<file path="src/rtl/dl_ram_writer_pkg.sv">
`default_nettype none
// ============================================================================
//  Module      : dl_ram_writer_pkg
//  Description : Shared definitions for the download RAM writer: FSM state
//                encodings and default bus widths.
//  Revision    : 1.0 - initial release
// ============================================================================
package dl_ram_writer_pkg;

    // Download / CPU byte address width and default FIFO depth exponent.
    localparam int AW_DEFAULT         = 25;
    localparam int DEPTH_LOG2_DEFAULT = 2;

    // Arbiter / replay FSM states.
    typedef enum logic [1:0] {
        ST_IDLE    = 2'd0,
        ST_DL_WR   = 2'd1,
        ST_CPU_ACC = 2'd2
    } state_t;

endpackage : dl_ram_writer_pkg
`default_nettype wire

</file>
<file path="src/rtl/dl_fifo.sv">
`default_nettype none
// ============================================================================
//  Module      : dl_fifo
//  Description : Small synchronous FIFO with first-word-fall-through read
//                port. A push into a full FIFO is still accepted when a pop
//                happens in the same cycle; otherwise it is dropped and
//                flagged on 'drop' for that cycle.
//  Revision    : 1.0 - initial release
//
//  Ports
//    clk    in   1      clock
//    reset  in   1      asynchronous active-high reset (empties the FIFO)
//    push   in   1      write request
//    wdata  in   WIDTH  write data
//    pop    in   1      read/advance request (ignored when empty)
//    rdata  out  WIDTH  head entry (valid when !empty)
//    full   out  1      all slots occupied
//    empty  out  1      no slots occupied
//    drop   out  1      push rejected this cycle (full, no pop)
// ============================================================================
module dl_fifo #(
    parameter int WIDTH      = 33,
    parameter int DEPTH_LOG2 = 2
) (
    input  logic             clk,
    input  logic             reset,
    input  logic             push,
    input  logic [WIDTH-1:0] wdata,
    input  logic             pop,
    output logic [WIDTH-1:0] rdata,
    output logic             full,
    output logic             empty,
    output logic             drop
);

    localparam int DEPTH = 1 << DEPTH_LOG2;

    // One extra pointer bit distinguishes full from empty.
    logic [DEPTH_LOG2:0] wr_ptr_q, wr_ptr_d;
    logic [DEPTH_LOG2:0] rd_ptr_q, rd_ptr_d;
    logic [WIDTH-1:0]    mem_q [DEPTH];
    logic                push_ok;
    logic                pop_ok;

    always_comb begin
        empty   = (wr_ptr_q == rd_ptr_q);
        full    = (wr_ptr_q[DEPTH_LOG2] != rd_ptr_q[DEPTH_LOG2]) &&
                  (wr_ptr_q[DEPTH_LOG2-1:0] == rd_ptr_q[DEPTH_LOG2-1:0]);
        pop_ok  = pop && !empty;
        // A simultaneous pop frees the slot the push is about to use.
        push_ok = push && (!full || pop_ok);
        drop    = push && full && !pop_ok;
        wr_ptr_d = wr_ptr_q + {{DEPTH_LOG2{1'b0}}, push_ok};
        rd_ptr_d = rd_ptr_q + {{DEPTH_LOG2{1'b0}}, pop_ok};
        rdata    = mem_q[rd_ptr_q[DEPTH_LOG2-1:0]];
    end

    always_ff @(posedge clk or posedge reset) begin
        if (reset) begin
            wr_ptr_q <= '0;
            rd_ptr_q <= '0;
        end else begin
            wr_ptr_q <= wr_ptr_d;
            rd_ptr_q <= rd_ptr_d;
        end
    end

    // Storage needs no reset: the pointers define which slots are valid.
    always_ff @(posedge clk) begin
        if (push_ok) begin
            mem_q[wr_ptr_q[DEPTH_LOG2-1:0]] <= wdata;
        end
    end

endmodule : dl_fifo
`default_nettype wire

</file>
<file path="src/rtl/dl_ram_writer.sv">
`default_nettype none
// ============================================================================
//  Module      : dl_ram_writer
//  Description : Queues single-cycle byte writes from the download stage and
//                replays them to a single-port SDRAM controller over a
//                req/ack handshake, arbitrating with the CPU memory port.
//                Download writes win while downloading; otherwise a pending
//                CPU access goes first, alternating with queued writes.
//  Revision    : 1.0 - initial release
//
//  Ports
//    clk          in   1   system clock
//    reset        in   1   asynchronous active-high reset
//    dl_wr        in   1   one-cycle download write strobe
//    dl_addr      in   AW  download byte address
//    dl_data      in   8   download byte
//    downloading  in   1   download active: download queue has priority
//    cpu_req      in   1   CPU request level, held until cpu_ack
//    cpu_we       in   1   CPU write(1) / read(0)
//    cpu_addr     in   AW  CPU byte address
//    cpu_din      in   8   CPU write data
//    cpu_ack      out  1   one-cycle CPU completion pulse
//    cpu_dout     out  8   CPU read data, held until next read completes
//    ram_req      out  1   SDRAM request, held until ram_ack
//    ram_we       out  1   SDRAM write qualifier
//    ram_addr     out  AW  SDRAM byte address
//    ram_din      out  8   SDRAM write data
//    ram_ack      in   1   one-cycle SDRAM completion
//    ram_dout     in   8   SDRAM read data, valid with ram_ack
//    dl_busy      out  1   queued or in-flight download write
//    dl_overflow  out  1   sticky: a download write was dropped
// ============================================================================
module dl_ram_writer
    import dl_ram_writer_pkg::*;
#(
    parameter int DEPTH_LOG2 = DEPTH_LOG2_DEFAULT,
    parameter int AW         = AW_DEFAULT
) (
    input  logic          clk,
    input  logic          reset,
    input  logic          dl_wr,
    input  logic [AW-1:0] dl_addr,
    input  logic [7:0]    dl_data,
    input  logic          downloading,
    input  logic          cpu_req,
    input  logic          cpu_we,
    input  logic [AW-1:0] cpu_addr,
    input  logic [7:0]    cpu_din,
    output logic          cpu_ack,
    output logic [7:0]    cpu_dout,
    output logic          ram_req,
    output logic          ram_we,
    output logic [AW-1:0] ram_addr,
    output logic [7:0]    ram_din,
    input  logic          ram_ack,
    input  logic [7:0]    ram_dout,
    output logic          dl_busy,
    output logic          dl_overflow
);

    localparam int FW = AW + 8;

    // ------------------------------------------------------------------
    // Download write queue
    // ------------------------------------------------------------------
    logic [FW-1:0] fifo_rdata;
    logic          fifo_full;
    logic          fifo_empty;
    logic          fifo_drop;
    logic          fifo_pop;

    dl_fifo #(
        .WIDTH      (FW),
        .DEPTH_LOG2 (DEPTH_LOG2)
    ) u_fifo (
        .clk   (clk),
        .reset (reset),
        .push  (dl_wr),
        .wdata ({dl_addr, dl_data}),
        .pop   (fifo_pop),
        .rdata (fifo_rdata),
        .full  (fifo_full),
        .empty (fifo_empty),
        .drop  (fifo_drop)
    );

    // ------------------------------------------------------------------
    // FSM / arbiter state
    // ------------------------------------------------------------------
    state_t        state_q, state_d;
    logic          ram_req_q, ram_req_d;
    logic          ram_we_q, ram_we_d;
    logic [AW-1:0] ram_addr_q, ram_addr_d;
    logic [7:0]    ram_din_q, ram_din_d;
    logic          cpu_ack_q, cpu_ack_d;
    logic [7:0]    cpu_dout_q, cpu_dout_d;
    logic          dl_overflow_q, dl_overflow_d;
    // Set when a CPU access completes, cleared when a queued write starts:
    // guarantees one queued write between consecutive CPU accesses.
    logic          served_cpu_q, served_cpu_d;

    logic          cpu_req_eff;
    logic          dl_turn;

    always_comb begin
        // The CPU still shows cpu_req in the cycle cpu_ack is visible;
        // that level belongs to the access just finished, not a new one.
        cpu_req_eff = cpu_req && !cpu_ack_q;
        dl_turn     = !fifo_empty && (downloading || !cpu_req_eff || served_cpu_q);
        fifo_pop    = (state_q == ST_DL_WR) && ram_ack;

        state_d       = state_q;
        ram_req_d     = ram_req_q;
        ram_we_d      = ram_we_q;
        ram_addr_d    = ram_addr_q;
        ram_din_d     = ram_din_q;
        cpu_ack_d     = 1'b0;
        cpu_dout_d    = cpu_dout_q;
        served_cpu_d  = served_cpu_q;
        dl_overflow_d = dl_overflow_q || fifo_drop;

        case (state_q)
            ST_IDLE: begin
                if (dl_turn) begin
                    state_d      = ST_DL_WR;
                    ram_req_d    = 1'b1;
                    ram_we_d     = 1'b1;
                    ram_addr_d   = fifo_rdata[FW-1:8];
                    ram_din_d    = fifo_rdata[7:0];
                    served_cpu_d = 1'b0;
                end else if (cpu_req_eff) begin
                    state_d    = ST_CPU_ACC;
                    ram_req_d  = 1'b1;
                    ram_we_d   = cpu_we;
                    ram_addr_d = cpu_addr;
                    ram_din_d  = cpu_din;
                end
            end
            ST_DL_WR: begin
                // The head entry stays in the FIFO until acknowledged.
                if (ram_ack) begin
                    state_d   = ST_IDLE;
                    ram_req_d = 1'b0;
                end
            end
            ST_CPU_ACC: begin
                // Completes even if the CPU has withdrawn its request.
                if (ram_ack) begin
                    state_d      = ST_IDLE;
                    ram_req_d    = 1'b0;
                    cpu_ack_d    = 1'b1;
                    served_cpu_d = 1'b1;
                    if (!ram_we_q) begin
                        cpu_dout_d = ram_dout;
                    end
                end
            end
            default: begin
                state_d   = ST_IDLE;
                ram_req_d = 1'b0;
            end
        endcase
    end

    always_ff @(posedge clk or posedge reset) begin
        if (reset) begin
            state_q       <= ST_IDLE;
            ram_req_q     <= 1'b0;
            ram_we_q      <= 1'b0;
            ram_addr_q    <= '0;
            ram_din_q     <= 8'h00;
            cpu_ack_q     <= 1'b0;
            cpu_dout_q    <= 8'h00;
            served_cpu_q  <= 1'b0;
            dl_overflow_q <= 1'b0;
        end else begin
            state_q       <= state_d;
            ram_req_q     <= ram_req_d;
            ram_we_q      <= ram_we_d;
            ram_addr_q    <= ram_addr_d;
            ram_din_q     <= ram_din_d;
            cpu_ack_q     <= cpu_ack_d;
            cpu_dout_q    <= cpu_dout_d;
            served_cpu_q  <= served_cpu_d;
            dl_overflow_q <= dl_overflow_d;
        end
    end

    assign ram_req     = ram_req_q;
    assign ram_we      = ram_we_q;
    assign ram_addr    = ram_addr_q;
    assign ram_din     = ram_din_q;
    assign cpu_ack     = cpu_ack_q;
    assign cpu_dout    = cpu_dout_q;
    assign dl_overflow = dl_overflow_q;
    assign dl_busy     = !fifo_empty || (state_q == ST_DL_WR);

    // fifo_full is only needed inside the FIFO for push acceptance.
    logic unused_ok;
    assign unused_ok = fifo_full;

endmodule : dl_ram_writer
`default_nettype wire

</file>
<file path="config.mk">
export PLATFORM = sky130hd
export DESIGN_NAME = dl_ram_writer
export DESIGN_NICKNAME = d
export VERILOG_FILES = /design/src/rtl/dl_ram_writer_pkg.sv /design/src/rtl/dl_fifo.sv /design/src/rtl/dl_ram_writer.sv
export SDC_FILE = /design/constraint.sdc
export NUM_CORES = 1
export LEC_CHECK = 0
export CAP_MARGIN = 10
export CORE_ASPECT_RATIO = 1.75
export CORE_MARGIN = 1
export CORE_UTILIZATION = 46
export DETAILED_ROUTE_END_ITERATION = 8
export GPL_TIMING_DRIVEN = 0
export PLACE_DENSITY = 0.82
export SKIP_LAST_GASP = 1
export SLEW_MARGIN = 20
export SYNTH_ARGS = -nofsm -noshare
export SYNTH_HDL_FRONTEND = slang
export SYNTH_SLANG_ARGS = --single-unit
</file>
<file path="constraint.sdc">
create_clock -name clk -period 6.2 [get_ports clk]
set_input_delay 0.93 -clock clk [delete_from_list [all_inputs] [get_ports clk]]
set_output_delay 0.93 -clock clk [all_outputs]
set_load 0.01 [all_outputs]
</file>
### After elaboration in Yosys (flattened, before gate mapping)

Memories as Yosys holds them, arrays and structs flattened.
Index checks and enable logic that the tools add are counted.

* bits in registers: 54
* bits in latches: 0
* bits in writable memories: 132
* ROM bits: 0
* output and inout port bits: 46
* logic and storage cells: 71
* memories: 1

* add/sub/neg operators: 2
* multiply operators: 0
* div/mod/pow operators: 0
* magnitude comparators: 0
* equality and inequality tests: 9
* shift operators: 0
* mux-type cells: 21
* bitwise gates (word level): 1
* reduce and logical (&&, ||, !) cells: 26

Memories
* u_fifo.mem_q: depth 4, width 33, rd ports 1, clocked after memory_dff 0, wr ports 1, RTL line dl_fifo.sv:41 `logic [WIDTH-1:0] mem_q [DEPTH];`

Operator list (count)
* two-way mux 25 bit: 2
* two-way mux 8 bit: 2
* two-way mux 1 bit: 11
* logical AND 1 bit: 8
* adder 3 x 1 -> 3 bit: 2
* two-way mux 2 bit: 3
* AND reduction 3 bit: 2
* zero test 1 bit: 5
* logical OR 1 bit: 5
* inequality test 2 bit (second input constant): 2
* one-hot mux 1 bit (2 select lines): 2
* one-hot mux 2 bit (2 select lines): 1
* AND reduction 2 bit: 2
* nonzero test 2 bit: 2
* == test 3 bit: 1
* inequality test 3 bit (second input constant): 1
* == test 2 x 1 -> 1 bit (second input constant): 1
* == test 2 bit: 1
* == test 2 bit (second input constant): 1
* zero test 2 bit: 1
* inequality test 2 x 1 -> 1 bit (second input constant): 1
* OR reduction 2 bit: 1
* inequality test 1 bit: 1
* NOT 1 bit: 1

### Logic depth before layout (Yosys ltp)

Gate-level depths: netlist of run 1.

* depth after elaboration: 8
* depth in mapped cells: 8
* depth with buffers taken out: 8

### By module

From an unflattened synthesis of run 1, not the netlist that was laid out.

* cell total of the unflattened synthesis: 481
* area total of the unflattened synthesis: 7980.2 um^2

Modules (own cells, without submodules)
* dl_fifo: instances 1, cells an instance 200, area each 5127.4 um^2
* dl_ram_writer: instances 1, cells an instance 281, area each 2852.7 um^2

### Worst setup path before layout of run 1

OpenSTA, ideal clock, no wires.

* path kind: input port to flip-flop
* from: input ram_ack
* to: memory u_fifo.mem_q[0][0], enable pin
* library setup time: 507 ps
* arrival: 4402 ps
* data required time: 5693 ps
* slack: 1292 ps
* cell stages on the path: 3
* buffers on the path: 0
* path through: nand2_1 nand3_1 nor4bb_1

* word-level cells in the longest chain between the ends: 6

Ends and longest elaborated chain
* from (decl): RTL line dl_ram_writer.sv:55 `input logic ram_ack,`
* logical AND 1 bit: RTL line dl_ram_writer.sv:110 `fifo_pop = (state_q == ST_DL_WR) && ram_ack;`
* logical AND 1 bit: RTL line dl_fifo.sv:49 `pop_ok = pop && !empty;`
* logical OR 1 bit: RTL line dl_fifo.sv:51 `push_ok = push && (!full || pop_ok);`
* logical AND 1 bit: RTL line dl_fifo.sv:51
* two-way mux 1 bit: RTL line dl_fifo.sv:70 `if (push_ok) begin`
* two-way mux 1 bit (not written as such): RTL line dl_fifo.sv:71 `mem_q[wr_ptr_q[DEPTH_LOG2-1:0]] <= wdata;`
* to (decl): RTL line dl_fifo.sv:41

Every way passes these cells.

### Worst setup path in the final report of run 1

* from: register u_fifo.rd_ptr_q[0]
* to: output dl_busy

* word-level cells in the longest chain between the ends: 3

Ends and longest elaborated chain
* from (decl): RTL line dl_fifo.sv:40 `logic [DEPTH_LOG2:0] rd_ptr_q, rd_ptr_d;`
* from (signal assigned): RTL line dl_fifo.sv:64 `rd_ptr_q <= rd_ptr_d;`
* == test 3 bit: RTL line dl_fifo.sv:46 `empty = (wr_ptr_q == rd_ptr_q);`
* zero test 1 bit: RTL line dl_ram_writer.sv:196 `assign dl_busy = !fifo_empty || (state_q == ST_DL_WR);`
* logical OR 1 bit: RTL line dl_ram_writer.sv:196
* to (decl): RTL line dl_ram_writer.sv:57 `output logic dl_busy,`

Every way passes these cells.

==> results of run 1 <==
==> power groups by stage <==
stage               combinational (mW)  sequential (mW)  clock (mW)
finish                            1.91             1.89        1.06
global route                      2.07             1.93        1.13
CTS                               1.94             1.90        1.08
detailed placement                1.94             1.92           0
global placement                  1.80             1.90           0
floorplan                         1.12             1.95           0
==> final cells by class <==
type | instances | area (um^2)
buffer | 20 | 134
clock buffer | 17 | 425
clock inverter | 15 | 153
fill | 1125 | 5940
inverter | 5 | 21.3
multi-input combinational | 185 | 1860
sequential | 186 | 5320
tap | 186 | 233
timing repair buffer | 132 | 1380
==> kinds of logic after synthesis <==
family                   count (synthesis)
flip-flops                             186
XOR/XNOR                                 5
AO/OA/AOI/OAI                           45
adder cells (fa/ha/maj)                  7
buffers and inverters                   25
multiplexers                            74
AND/OR/NAND/NOR                         54
==> cells in the final DEF (no fill, tap or decap), drive strengths merged <==
| master | n |
|---|---|
| edfxtp | 132 |
| clkdlybuf4s50 | 126 |
| dfrtp | 54 |
| nand2 | 36 |
| o21ai | 36 |
| mux4 | 33 |
| mux2i | 33 |
| clkbuf | 23 |
| buf | 20 |
| inv | 14 |
| mux2 | 8 |
| ha | 7 |
| xor2 | 5 |
| nand2b | 4 |
| clkinvlp | 4 |
| nor2 | 4 |
| nor2b | 2 |
| and4b | 2 |
| o41ai | 1 |
| or2 | 1 |
| o32a | 1 |
| nor3 | 1 |
| o31ai | 1 |
| nand3 | 1 |
| and2 | 1 |
| nor4bb | 1 |
| a41o | 1 |
| and4 | 1 |
| o21a | 1 |
| a21oi | 1 |
| o22a | 1 |
| a22oi | 1 |
| o22ai | 1 |
| clkinv | 1 |
| bufinv | 1 |
==> worst max-delay path: cells and delay by family (launching register included) <==
kind / cells / cell delay, ps
flip-flops: 1 / 400
AND/OR/NAND/NOR: 2 / 500
XOR/XNOR: 1 / 210
buffers and inverters: 2 / 680
==> worst paths after layout <==
kind	from	to	slack [ps]	cells after the start
max	u_fifo.rd_ptr_q[0]$_DFF_PP0_	dl_busy	3060	5
min	ram_din[7]$_DFFE_PP0P_	ram_din[7]$_DFFE_PP0P_	490	2
max reg2reg	u_fifo.rd_ptr_q[1]$_DFF_PP0_	u_fifo.mem_q[0][32]$_DFFE_PP_	3560	7
min reg2reg	ram_din[7]$_DFFE_PP0P_	ram_din[7]$_DFFE_PP0P_	490	2
max in group asynchronous	reset	ram_addr[12]$_DFFE_PP0P_	4740	2
min in group asynchronous	reset	ram_din[0]$_DFFE_PP0P_	980	2
==> registers in the layout, summed over array words and instances, names as in the netlist <==
signal           count
u_fifo.mem_q       132
state_q              2
u_fifo.wr_ptr_q      3
dl_overflow          1
u_fifo.rd_ptr_q      3
ram_req              1
served_cpu_q         1
cpu_ack              1
ram_addr            25
ram_we               1
ram_din              8
cpu_dout             8
==> metal layers <==
| layer | up-vias | track usage |
|---|---|---|
| li1 | 1835 | - |
| met1 | 2068 | 0.219 |
| met2 | 131 | 0.355 |
| met3 | 26 | 0.0446 |
| met4 | 0 | 0.0799 |
| met5 | - | 0 |
==> through the flow <==
step / instances / setup TNS (ps) / total power, mW
final: 746 / 0 / 4.87
after global routing: 746 / 0 / 5.12
after CTS: 746 / 0 / 4.92
after detailed placement: 714 / 0 / 3.86
after global placement: 708 / -55050 / 3.71
after floorplan: 396 / 0 / 3.07
==> impl_metrics.tcl, run 1 <==
set metrics [dict create \
    setup.worst_path.class "flop to output pin" \
    end_kind "output pin" \
    final_util 0.616 \
    drc 0 \
    yosysWarnings 0 \
    timing.final.ws_setup_ps 3060 \
    synth_top_area_cell "edfxtp_1" \
    placed_area_um2 8950 \
    synth-adder-area-share 0.0120 \
    hp-class "flop to flop" \
    dr_wl_met2_um 8410 \
    io_pins 127 \
    path_clk_slew_ps 70 \
    dpl.hpwl_um 10700 \
    syn_nets 484 \
    finalCritPeriodShare 0.506 \
    path_cells "buf_4 > xor2_2 > nor3_1 > nand2b_1 > clkdlybuf4s50_1" \
    cts-hold-fix-buffers 0 \
    async_reset_ff_frac 0.290 \
    synthMuxAreaShare 0.159 \
    grt_max_degree 55 \
    route.detailed.wl_per_inst_um 20.3 \
    drtIter0Drc 238 \
    grt_pass1_wl_um 23700 \
    status "completed" \
    synth_cell_type_count 36 \
    synthFlopType "edfxtp_1" \
    synth_most_common_cell "edfxtp_1" \
    tightestPinTransition_ps 826 \
    drive_gt1_frac 0.188 \
    rsz0062_at_grt "no" \
    synthTopCellsByArea "edfxtp_1 (54%), dfrtp_1 (18%), mux4_2 (10%)" \
    rows 60 \
    antenna_found_initial 0 \
    m1WireLength_um 5710 \
    synth-xor-area-share 0.00907 \
    irDropWorstVdd_uv 218 \
    place_ws_ps 2940 \
    gp_congestion 0.743 \
    drt_wl_total_um 15200 \
    leakage_nw 3.57 \
    clkLatencyLatePin_ps 420 \
    grt_pass1_vias 4386 \
    p_per_area_nw_per_um2 511 \
    finClkSkew_ps 10.7 \
    via_per_inst 5.44 \
    cp_slowest_cell "clkdlybuf4s50_1" \
    hold_ws_ps 491 \
    period_needed_ps 3140 \
    cts_resized 0 \
    yosys_register_bits 186 \
    max_stage_delay_ps 490 \
    synth_compound_area_frac 0.0376 \
    seqPwrFrac 0.389 \
    cts_tree "built" \
    htree_levels 4 \
    switching_share 0.329 \
    dieArea_um2 16400 \
    start_kind "flop" \
    syn_to_final_growth_pct 30.3 \
    cp.required_ps 5270 \
    gr-total-overflow 0 \
    cts_sinks 186 \
    worstPathArrival_ps 2210 \
    core_um2 15500 \
    die_x_um 97.3 \
    pwr-share-comb 0.392 \
    finalInstanceArea_um2 9530 \
    syn_inst 396 \
    cts_root_buf "clkbuf_16" \
    clkPwrFrac 0.219 \
    max_freq_ghz 0.319 \
    p_sw_mw 1.60 \
    met3_length_um 646 \
    die_h_um 169 \
    drt-pass1-iter-count 4 \
    cts_buffer_depth 2 \
    final-hold-violation-count 0 \
    drv_cap 0 \
    synth_edf_count 132 \
    synth_top_area_share 0.542 \
    ant_nets 0 \
    cts_setup_buffers 0 \
    max-slew-margin-rel 0.448 \
    antennaDiodeCount 0 \
    nets 635 \
    p_int_mw 3.27 \
    start_util 0.473 \
    avgSynthCellArea_um2 18.5 \
    synth_commonest_cells "edfxtp_1 (132), dfrtp_1 (54), nand2_1 (36), mux2i_1 (33), mux4_2 (33)" \
    vias 4060 \
    yosysSeqAreaShare 0.727 \
    numCtsBuffers 17 \
    drv_slew 0 \
    top_layer_used "met4" \
    synth.cell_area_um2 7310 \
    path_max_fanout 7 \
    synth_top_family_by_area "multiplexers" \
    track_usage 0.195 \
    finalSetupViolCount 0 \
    portBuffers 126 \
    yosys.area_share.simple 0.0344 \
]
Note: power is estimated with default switching activity, not from simulation.
==> run 2: changes to the inputs <==
--- a/config.mk
+++ b/config.mk
@@ -11,7 +11,7 @@
 export CORE_UTILIZATION = 46
 export DETAILED_ROUTE_END_ITERATION = 8
 export GPL_TIMING_DRIVEN = 0
-export PLACE_DENSITY = 0.82
+export PLACE_DENSITY = 0.85
 export SKIP_LAST_GASP = 1
 export SLEW_MARGIN = 20
 export SYNTH_ARGS = -nofsm -noshare
==> constraint.sdc (replaced) <==
create_clock -name clk -period 2.8 [get_ports clk]
set_input_delay 0.42 -clock clk [delete_from_list [all_inputs] [get_ports clk]]
set_output_delay 0.42 -clock clk [all_outputs]
set_load 0.01 [all_outputs]
==> impl_metrics.tcl, run 2 (synthesis gave the netlist of run 1 again) <==
set metrics [dict create \
    status "completed" \
    max-slew-margin-rel 0.463 \
    cts_sinks 186 \
    tightestPinTransition_ps 804 \
    worstPathArrival_ps 2240 \
    drc 0 \
    drv_slew 0 \
    final_cell_mix "edfxtp_1 (132), clkdlybuf4s50_1 (126), dfrtp_1 (54)" \
    dieArea_um2 16400 \
    drive_gt1_frac 0.186 \
    setup.worst_path.class "flop to output pin" \
    end_kind "output pin" \
    finClkSkew_ps 12.9 \
    gr-total-overflow 0 \
    start_kind "flop" \
    finalInstanceArea_um2 9560 \
    multi_input_area_um2 1860 \
    path_clk_slew_ps 70 \
    hp-class "primary input to asynchronous set/reset pin" \
    cts_buffer_depth 2 \
    p_per_area_nw_per_um2 1150 \
    num-fill-cells 1125 \
    cts_tree "built" \
    cts_resized 0 \
    start_util 0.473 \
    gp_congestion 0.736 \
    antenna_found_initial 0 \
    grt_pass1_wl_um 24500 \
    grt_max_degree 55 \
    vias 4182 \
    drt_wl_total_um 15700 \
    finalCritPeriodShare 0.951 \
    rsz0062_at_grt "no" \
    syn_to_final_growth_pct 30.8 \
    finalSetupViolCount 0 \
    via_per_inst 5.61 \
    seq_area_um2 5320 \
    numCtsBuffers 17 \
    max_freq_ghz 0.376 \
    cts_root_buf "clkbuf_16" \
    clkLatencyLatePin_ps 430 \
    power.total_mw 11.0 \
    ant_nets 0 \
    placed_area_um2 8950 \
    drv_cap 0 \
    portBuffers 126 \
    antennaDiodeCount 0 \
    dpl.hpwl_um 10900 \
    cts_setup_buffers 0 \
    die_h_um 169 \
    nets 635 \
    largest_reg_flops 132 \
    die_x_um 97.3 \
    drt-pass1-iter-count 4 \
    grt_pass1_vias 4619 \
    htree_levels 4 \
    cts-hold-fix-buffers 0 \
    final-hold-violation-count 0 \
    track_usage 0.201 \
    cp.required_ps 2380 \
    period_needed_ps 2660 \
    rows 60 \
    route.detailed.wl_per_inst_um 21.0 \
    io_pins 127 \
    irDropWorstVdd_uv 550 \
    mostFrequentLayoutCell "edfxtp_1" \
    path_max_fanout 7 \
    core_um2 15500 \
    drtIter0Drc 248 \
    leakage_nw 3.61 \
]
[run 2: critical path, cell delays in order, from the launching register on]
cell	delay (ps)
dfrtp_1	420
buf_6	160
xor2_2	210
nor3_1	450
nand2b_1	100
clkdlybuf4s50_1	490
[run 2: final cells by class]
class,count,area share
Buffer,20,0.0140
Clock buffer,19,0.0475
Clock inverter,13,0.0167
Inverter,5,0.00222
Multi-Input combinational cell,185,0.195
Sequential cell,186,0.556
Tap cell,186,0.0243
Timing Repair Buffer,132,0.144
[run 2: through the flow]
stage / hold slack, ps / cells / setup WS, ps / utilization / setup TNS [ps]
after floorplan: 462 / 396 / 170 / - / 0
after global placement: 460 / 708 / -788 / 0.570 / -50960
after detailed placement: 473 / 714 / 92.7 / 0.579 / 0
after CTS: 485 / 746 / 125 / 0.618 / 0
after global routing: 519 / 746 / 33.7 / 0.618 / 0
final: 460 / 746 / 138 / 0.618 / 0
[run 2: worst paths after layout]
check / cells past startpoint / to / from / slack [ps]
max in group asynchronous: 2 / u_fifo.rd_ptr_q[0]$_DFF_PP0_ / reset / 1860
setup reg to reg: 7 / u_fifo.mem_q[0][10]$_DFFE_PP_ / u_fifo.rd_ptr_q[1]$_DFF_PP0_ / 170
hold / removal: 2 / ram_din[3]$_DFFE_PP0P_ / reset / 460
hold reg to reg: 2 / ram_addr[20]$_DFFE_PP0P_ / ram_addr[20]$_DFFE_PP0P_ / 480
min in group clk: 2 / ram_addr[20]$_DFFE_PP0P_ / ram_addr[20]$_DFFE_PP0P_ / 480
setup / recovery: 5 / dl_busy / u_fifo.rd_ptr_q[1]$_DFF_PP0_ / 140
[run 2: per-layer routing]
layer  routed length, um  up-vias  global-route usage
li1                    -     1830                   -
met1                5830     2159               0.215
met2                8650      157               0.370
met3                 699       36              0.0454
met4                 498        0              0.0965
met5                   0        -                   0
[run 2: where the power goes]
part / switching, mW / leakage (nW) / internal, mW
Clock: 1.02 / 0.308 / 1.47
Combinational: 2.13 / 1.43 / 2.13
Sequential: 0.351 / 1.87 / 3.85
Total: 3.51 / 3.61 / 7.44
==> run 3: changes to the inputs <==
--- a/config.mk
+++ b/config.mk
@@ -8,10 +8,10 @@
 export CAP_MARGIN = 10
 export CORE_ASPECT_RATIO = 1.75
 export CORE_MARGIN = 1
-export CORE_UTILIZATION = 46
+export CORE_UTILIZATION = 35
 export DETAILED_ROUTE_END_ITERATION = 8
-export GPL_TIMING_DRIVEN = 0
-export PLACE_DENSITY = 0.85
+export MAX_ROUTING_LAYER = met4
+export PLACE_DENSITY = 0.7
 export SKIP_LAST_GASP = 1
 export SLEW_MARGIN = 20
 export SYNTH_ARGS = -nofsm -noshare
==> impl_metrics.tcl, run 3 (synthesis gave the netlist of run 1 again) <==
set metrics [dict create \
    status "finished, violations left" \
    violations "DRC" \
    route.detailed.wl_per_inst_um 18.9 \
    rsz0062_at_grt "no" \
    finalCritPeriodShare 0.929 \
    io_pins 127 \
    drive_gt1_frac 0.176 \
    grt_pass1_vias 4297 \
    max_stage_delay_ps 490 \
    dpl.hpwl_um 9850 \
    drc 20 \
    gr-total-overflow 0 \
    rows 69 \
    leakage_nw 3.54 \
    cts_setup_buffers 0 \
    drt_wl_total_um 15000 \
    end_kind "output pin" \
    mostFrequentLayoutCell "edfxtp_1" \
    cts_buffer_depth 2 \
    grt_pass1_wl_um 23500 \
    period_needed_ps 2600 \
    reg2reg_depth 5 \
    vias 3895 \
    cts-hold-fix-buffers 0 \
    irDropWorstVdd_uv 491 \
    crit_cells 4 \
    r2r-end "u_fifo.mem_q[2][12]$_DFFE_PP_" \
    syn_to_final_growth_pct 30.3 \
    cts_root_buf "clkbuf_16" \
    portBuffers 126 \
    ant_nets 0 \
    drtIter0Drc 249 \
    p_int_mw 7.22 \
    path_cells "xor2_2 > nor3_1 > nand2b_1 > clkdlybuf4s50_1" \
    p_sw_mw 3.38 \
    start_kind "flop" \
    switching_share 0.319 \
    antenna_found_initial 1 \
    final-hold-violation-count 0 \
    core_um2 20400 \
    setup.worst_path.class "flop to output pin" \
    finClkSkew_ps 11.5 \
    crit_family "simple AND/OR/NAND/NOR gates" \
    path_max_fanout 6 \
    die_h_um 193 \
    drv_cap 0 \
    cp_slowest_cell "dfrtp_1" \
    clkPwrFrac 0.227 \
    clkLatencyLatePin_ps 430 \
    cp.required_ps 2380 \
    tightestPinTransition_ps 690 \
    path_clk_slew_ps 70 \
    placed_area_um2 8920 \
    drt-pass1-iter-count 6 \
    r2r_start "u_fifo.wr_ptr_q[1]$_DFF_PP0_" \
    cts_tree "built" \
    cts_resized 0 \
    cts_sinks 186 \
    gp_congestion 0.723 \
    crit_end "dl_busy" \
    final_cell_mix "edfxtp_1 (132), clkdlybuf4s50_1 (126), dfrtp_1 (52)" \
    nets 619 \
    finalInstanceArea_um2 9530 \
    rrSetupSlack_ps 650 \
    p_per_area_nw_per_um2 1110 \
    worstPathArrival_ps 2180 \
    cp_num_buf_inv 1 \
    track_usage 0.151 \
    max-slew-margin-rel 0.540 \
    start_util 0.359 \
    seqPwrFrac 0.395 \
    hp-class "primary input to asynchronous set/reset pin" \
    pwr-share-comb 0.378 \
    grt_max_degree 69 \
    htree_levels 4 \
    via_per_inst 4.91 \
    die_x_um 111 \
    max_freq_ghz 0.384 \
    critPathLaunch "u_fifo.wr_ptr_q[1]$_DFF_PP0_" \
    drv_slew 0 \
    final.setup.tns_ps 0 \
    dieArea_um2 21500 \
    finalSetupViolCount 0 \
    numCtsBuffers 17 \
    largest_reg_flops 132 \
]
==> run 3: changes by cell type in the layout (fill, tap and decap cells not counted), moves of 2 or more <==
cell	change
clkinv_4	+2
clkinv_2	-4
buf_6	-7
bufinv_16	-3
buf_2	-5
clkbuf_1	-5
dfrtp_1	-2
buf_12	+6
clkbuf_16	+3
buf_16	-3
dfrtp_2	+2
==> run 3: metrics by stage <==
stage | hold WS (ps) | util | std cells | power [mW] | worst slack [ps]
3_5_place_dp | 463 | 0.438 | 760 | 8.33 | 482
2_1_floorplan | 462 | - | 396 | 6.81 | 170
6_report | 266 | 0.468 | 793 | 10.6 | 197
5_1_grt | 286 | 0.468 | 793 | 11.2 | 77.8
4_1_cts | 256 | 0.468 | 792 | 10.8 | 190
3_3_place_gp | 465 | 0.438 | 760 | 8.13 | 545
==> run 3: how the worst min path moves through the flow <==
stage | start | to | cells past startpoint
3_5_place_dp | dl_overflow$_DFF_PP0_ | dl_overflow$_DFF_PP0_ | 1
3_3_place_gp | ram_addr[22]$_DFFE_PP0P_ | ram_addr[22]$_DFFE_PP0P_ | 2
5_1_grt | reset | ram_din[6]$_DFFE_PP0P_ | 2
4_1_cts | reset | ram_din[0]$_DFFE_PP0P_ | 2
2_1_floorplan | served_cpu_q$_DFFE_PP0P_ | served_cpu_q$_DFFE_PP0P_ | 2
6_report | reset | ram_din[0]$_DFFE_PP0P_ | 2
==> run 3: power groups by stage <==
stage	Combinational [mW]	Clock [mW]	Sequential [mW]
finish	4.01	2.40	4.18
global route	4.37	2.57	4.26
CTS	4.11	2.47	4.19
detailed placement	4.09	0	4.24
global placement	3.94	0	4.18
floorplan	2.49	0	4.32
==> run 3: final cells by class <==
cell class,count,area (um^2)
diodes,1,2.50
clock buffers,24,541
clock inverters,8,65.1
fillers,1726,10800
inverters,5,18.8
multi-input cells,185,1860
flip-flops and latches,186,5320
well taps,248,310
repair buffers,136,1410
==> run 3: metal layers <==
layer,global-route usage,up-vias,share of wire
li1,-,1799,-
met1,0.162,1952,0.38
met2,0.265,120,0.54
met3,0.0363,24,0.049
met4,0.0656,0,0.025
met5,-,-,0
==> run 3: worst register-to-register path: stages, from the launching register on <==
cell	delay (ps)
dfrtp_1	530
xor2_2	300
nor2_1	100
nand3_1	160
and4b_2	510
buf_12	240
